--- src/rtl/serial_alu_pkg.sv ---
// Shared definitions for the bit-serial ALU controller.
// Holds the op codes driven to the 1-bit slice and the controller FSM state type.
package serial_alu_pkg;

  localparam logic [1:0] OP_AND  = 2'b00;
  localparam logic [1:0] OP_OR   = 2'b01;
  localparam logic [1:0] OP_ADD  = 2'b10;
  localparam logic [1:0] OP_NOTA = 2'b11;

  typedef enum logic [1:0] {
    IDLE = 2'b00,
    RUN  = 2'b01,
    DONE = 2'b10
  } state_e;

  // Only ADD propagates a carry through the slice chain.
  function automatic logic is_add(input logic [1:0] op);
    return op == OP_ADD;
  endfunction

endpackage

--- src/rtl/serial_alu_ctrl.sv ---
// Bit-serial sequencer for one external 1-bit ALU slice (AND / OR / ADD / NOT A).
// Operand bits are presented LSB-first, the slice carry is looped back each
// cycle, and slice result bits are collected into a parallel word.
//
// Ports:
//   clk_i, rst_i          clock, synchronous active-high reset
//   start_i               request, sampled only in IDLE
//   op_i, a_i, b_i, cin_i operation and operands, latched with start_i
//   busy_o                high while bits are being processed
//   done_o                one-cycle pulse, result/flags valid
//   result_o              assembled result, held until the next accept
//   carry_out_o           carry out of MSB (ADD only)
//   overflow_o            signed overflow (ADD only)
//   slice_a_o, slice_b_o, slice_cin_o, slice_ctrl_o   drive to the slice
//   slice_s_i, slice_cout_i                           slice result / carry
module serial_alu_ctrl
  import serial_alu_pkg::*;
#(
  parameter int unsigned WIDTH = 8
) (
  input  logic             clk_i,
  input  logic             rst_i,
  input  logic             start_i,
  input  logic [1:0]       op_i,
  input  logic [WIDTH-1:0] a_i,
  input  logic [WIDTH-1:0] b_i,
  input  logic             cin_i,
  output logic             busy_o,
  output logic             done_o,
  output logic [WIDTH-1:0] result_o,
  output logic             carry_out_o,
  output logic             overflow_o,
  output logic             slice_a_o,
  output logic             slice_b_o,
  output logic             slice_cin_o,
  output logic [1:0]       slice_ctrl_o,
  input  logic             slice_s_i,
  input  logic             slice_cout_i
);

  localparam int unsigned CntW = (WIDTH > 1) ? $clog2(WIDTH) : 1;
  localparam logic [CntW-1:0] LastCnt = CntW'(WIDTH - 1);

  state_e           state_q, state_d;
  logic [1:0]       op_q, op_d;
  logic [WIDTH-1:0] shift_a_q, shift_a_d;
  logic [WIDTH-1:0] shift_b_q, shift_b_d;
  logic             carry_q, carry_d;
  logic [CntW-1:0]  cnt_q, cnt_d;
  logic [WIDTH-1:0] result_q, result_d;
  logic             carry_out_q, carry_out_d;
  logic             overflow_q, overflow_d;

  always_ff @(posedge clk_i) begin
    if (rst_i) begin
      state_q     <= IDLE;
      op_q        <= OP_AND;
      shift_a_q   <= '0;
      shift_b_q   <= '0;
      carry_q     <= 1'b0;
      cnt_q       <= '0;
      result_q    <= '0;
      carry_out_q <= 1'b0;
      overflow_q  <= 1'b0;
    end else begin
      state_q     <= state_d;
      op_q        <= op_d;
      shift_a_q   <= shift_a_d;
      shift_b_q   <= shift_b_d;
      carry_q     <= carry_d;
      cnt_q       <= cnt_d;
      result_q    <= result_d;
      carry_out_q <= carry_out_d;
      overflow_q  <= overflow_d;
    end
  end

  always_comb begin
    state_d      = state_q;
    op_d         = op_q;
    shift_a_d    = shift_a_q;
    shift_b_d    = shift_b_q;
    carry_d      = carry_q;
    cnt_d        = cnt_q;
    result_d     = result_q;
    carry_out_d  = carry_out_q;
    overflow_d   = overflow_q;
    slice_a_o    = 1'b0;
    slice_b_o    = 1'b0;
    slice_cin_o  = 1'b0;
    slice_ctrl_o = 2'b00;

    case (state_q)
      IDLE: begin
        if (start_i) begin
          state_d     = RUN;
          op_d        = op_i;
          shift_a_d   = a_i;
          shift_b_d   = b_i;
          carry_d     = is_add(op_i) & cin_i;
          cnt_d       = '0;
          result_d    = '0;
          carry_out_d = 1'b0;
          overflow_d  = 1'b0;
        end
      end
      RUN: begin
        slice_a_o    = shift_a_q[0];
        slice_b_o    = shift_b_q[0];
        slice_cin_o  = carry_q;
        slice_ctrl_o = op_q;
        // Result fills from the top so the first (LSB) bit lands at bit 0 after WIDTH shifts.
        result_d  = {slice_s_i, result_q[WIDTH-1:1]};
        shift_a_d = shift_a_q >> 1;
        shift_b_d = shift_b_q >> 1;
        carry_d   = is_add(op_q) & slice_cout_i;
        if (cnt_q == LastCnt) begin
          state_d     = DONE;
          carry_out_d = is_add(op_q) & slice_cout_i;
          // carry_q here is the carry into the MSB.
          overflow_d  = is_add(op_q) & (carry_q ^ slice_cout_i);
        end else begin
          cnt_d = cnt_q + CntW'(1);
        end
      end
      DONE: begin
        state_d = IDLE;
      end
      default: begin
        state_d = IDLE;
      end
    endcase
  end

  assign busy_o      = (state_q == RUN);
  assign done_o      = (state_q == DONE);
  assign result_o    = result_q;
  assign carry_out_o = carry_out_q;
  assign overflow_o  = overflow_q;

endmodule
--- config.mk ---
export PLATFORM = sky130hd
export DESIGN_NAME = serial_alu_ctrl
export DESIGN_NICKNAME = d
export VERILOG_FILES = /design/src/rtl/serial_alu_pkg.sv /design/src/rtl/serial_alu_ctrl.sv
export SDC_FILE = /design/constraint.sdc
export NUM_CORES = 1
export LEC_CHECK = 0
export CORE_UTILIZATION = 42
export DETAILED_ROUTE_END_ITERATION = 6
export PLACE_DENSITY = 0.83
export SLEW_MARGIN = 20
export SYNTH_ARGS = -nofsm -noshare
export SYNTH_HDL_FRONTEND = slang
export SYNTH_SLANG_ARGS = --single-unit
--- constraint.sdc ---
create_clock -name clk_i -period 1.4 [get_ports clk_i]
set_input_delay 0.35 -clock clk_i [delete_from_list [all_inputs] [get_ports clk_i]]
set_output_delay 0.35 -clock clk_i [all_outputs]
set_load 0.02 [all_outputs]
==> metrics.txt <==
post-synth top area cell=dfxtp_1; Hold Path Class=reg2reg; R2R setup slack=0.03 ns; DR vias=1,469; P&R area growth vs syn=50.2%; Post-Layout Cell Count=282; GRT overflow=0; Die X=61.5 um; Final ANT Viol Nets=0; Final Max Slew Viols=0; Worst Min Path Start=result_o[4]$_SDFFE_PP0P_; Area contributors post-synth=dfxtp_1, a21oi_1, nand2_1, a211oi_1, nor2_1; layout net count=262; first-pass GRT wire length=6070 um; Final Cycle Share=109%; min Tclk post-route=1.53 ns; CP required=1.05 ns; Crit-path slowest cell=dfxtp_2; Max FO, Critical Path=7; layout cells sized above 1=30.1%; status=finished with violations; CP max stage delay=0.35 ns; CTS tree=done; critical path data arrival time=1.18 ns; CP Depth=4; number of global-route vias before repair=1,404; crit start category=flip-flop; delay-heaviest family, CP=flip-flops; number of diodes=0; clock skew=0.00939 ns; syn avg cell area=8.26 um^2; CTS sink count=34; Detailed Place HPWL=2430 um; Clock transition at path regs=0.10 ns; total CTS buffers=5; WL final=3980 um; CP Capture Type=primary output; post-synthesis sequential area ratio=45.8%; Final Hold Vio Count=0; FF+latch count, synth=34; H-tree depth=2; DR iter-0 viols=69; count of cell types in the netlist=30; initial antenna violation count=0; Static Leak=0.890 nW; buffer and inverter count on the worst path=2; R2R Path End=result_o[1]$_SDFFE_PP0P_; Die Area=0.00378 mm^2; top cells by count, synth=dfxtp_1, nand2_1, a21oi_1; core area=0.00336 mm^2; pwr/cell area=982 mW/mm^2; Finished Cell Area=0.00223 mm^2; crit path kind=reg2out; Post-synth ARST share=0%; worst r2r path cells=5; Post-synth EDFFs=0; most instantiated library cell after synthesis=dfxtp_1; vias per cell=5.21; RSZ-0062 raised after global routing=true; pin count of the biggest net entering global routing=35; Worst slew margin=83.5%; Ports=41; Worst-Margin Slew=0.247 ns; DRC violations left=0; worst skew pair latency=0.34 ns; hold path endpoint=result_o[3]$_SDFFE_PP0P_; cell area after synthesis=0.00149 mm^2; Hold Crit Depth=2; Die Span Y=61.5 um; CTS root buf=clkbuf_4; # port buffers=40; Synth top area share=45.8%; Post-Syn Nets=207; placed cells=271; reg-to-reg startpoint=state_q[1]$_SDFFE_PP0P_; top_reg_cell synth=dfxtp_1; Cells after Synth=180; min setup slack post-route=-0.131 ns; drt pass-1 iters=7; setup violators final=7; max cap viols=0; wire per inst=14.1 um; critical-path cell list=nand2b_4, inv_6, and2_4, buf_6; Rows=21; Clock Tree Buf Depth=2; starting density of the core=44.2%; Total GRT Usage=22.3%; Cell Area, Placed=0.00205 mm^2; failing checks=negative setup slack; Fillers=292; gpl congestion=0.780; Crit. Startpoint=state_q[1]$_SDFFE_PP0P_; Ys Warns=0; maximum vdd drop=0.515 mV; FMAX=653 MHz
==> metal layers <==
| metal | up-vias | routed length (um) | global-route usage (%) |
|---|---|---|---|
| met5 | - | 0 | 0 |
| met4 | 0 | 57 | 10.5 |
| met3 | 4 | 175 | 6.09 |
| met2 | 41 | 2050 | 36.1 |
| met1 | 690 | 1690 | 27.5 |
| li1 | 734 | - | - |
==> area by class of cell <==
cell class | count | area [um^2] | share of cell area, %
clock buffer | 7 | 45.0 | 2.02
clock inverter | 1 | 30.0 | 1.34
inverter | 1 | 8.76 | 0.392
multi-input combinational | 130 | 830 | 37.1
sequential | 34 | 686 | 30.7
tap | 46 | 57.6 | 2.58
timing repair buffer | 63 | 578 | 25.9
==> cells by family after synthesis <==
kind of cell               after synthesis  share of synthesized area [%]
buffers and inverters                   16                           5.63
xor gates and xnor gates                 1                          0.589
DFF                                     34                           45.8
and+or+nand+nor                         76                           24.6
adders and majority gates                3                           2.52
AOI/OAI and AO/OA                       49                           20.3
muxes                                    1                          0.673
==> cells in the final DEF (no fill, tap or decap), types with 4 or more instances in the layout <==
cell	netlist	routed
nand3b_1	4	4
clkbuf_2	1	8
clkdlybuf4s50_1	0	23
buf_4	3	18
a21oi_1	28	27
a211oi_1	13	12
nor2_1	19	19
nand2_1	29	29
buf_6	1	10
nand3_1	8	4
dfxtp_1	34	30
and2_4	0	5
nand3_2	0	4
clkbuf_4	0	5
dfxtp_2	0	4
==> worst max path at each step <==
stage	endpoint	slack, ns
finish	slice_b_o	-0.13
global route	slice_cin_o	-0.18
CTS	slice_ctrl_o[0]	-0.18
detailed placement	result_o[0]$_SDFFE_PP0P_	-0.36
global placement	result_o[3]$_SDFFE_PP0P_	-0.33
floorplan	slice_a_o	0.01
==> what timing repair did <==
item | CTS | global route
pin swaps | 5 | 4
hold buffers | 0 | 0
gates resized for setup | 70 | 31
setup buffers | 0 | 3
endpoints found under the setup margin | 29 | 28
==> flip-flops by register name, summed over array words and instances, names as in the netlist <==
name / cells
overflow_o: 1
shift_a_q: 8
carry_out_o: 1
op_q: 2
shift_b_q: 8
result_o: 8
state_q: 2
carry_q: 1
cnt_q: 3
==> metrics by stage <==
step	total power [mW]	hold slack (ns)	setup TNS [ns]	setup WS, ns	utilization, %
2_1_floorplan	1.28	0.447	0	0.00972	-
3_3_place_gp	1.45	0.458	-9.74	-0.326	61.0
3_5_place_dp	1.46	0.466	-10.70	-0.358	61.0
4_1_cts	2.18	0.478	-0.801	-0.183	64.4
5_1_grt	2.29	0.504	-1.29	-0.182	66.4
6_report	2.19	0.481	-0.763	-0.131	66.4
==> where the power goes <==
part / internal (mW) / leakage, nW / switching [mW]
Clock: 0.379 / 0.0395 / 0.331
Sequential: 1.02 / 0.280 / 0.0324
Combinational: 0.219 / 0.570 / 0.209
==> worst reg2reg max path: cells and delay by family, from the launching register on <==
kind | cells | cell delay [ns]
flip-flops | 1 | 0.35
AO/OA/AOI/OAI | 1 | 0.06
buffers and inverters | 2 | 0.27
AND/OR/NAND/NOR | 2 | 0.59
(Power assumes the default switching activity.)
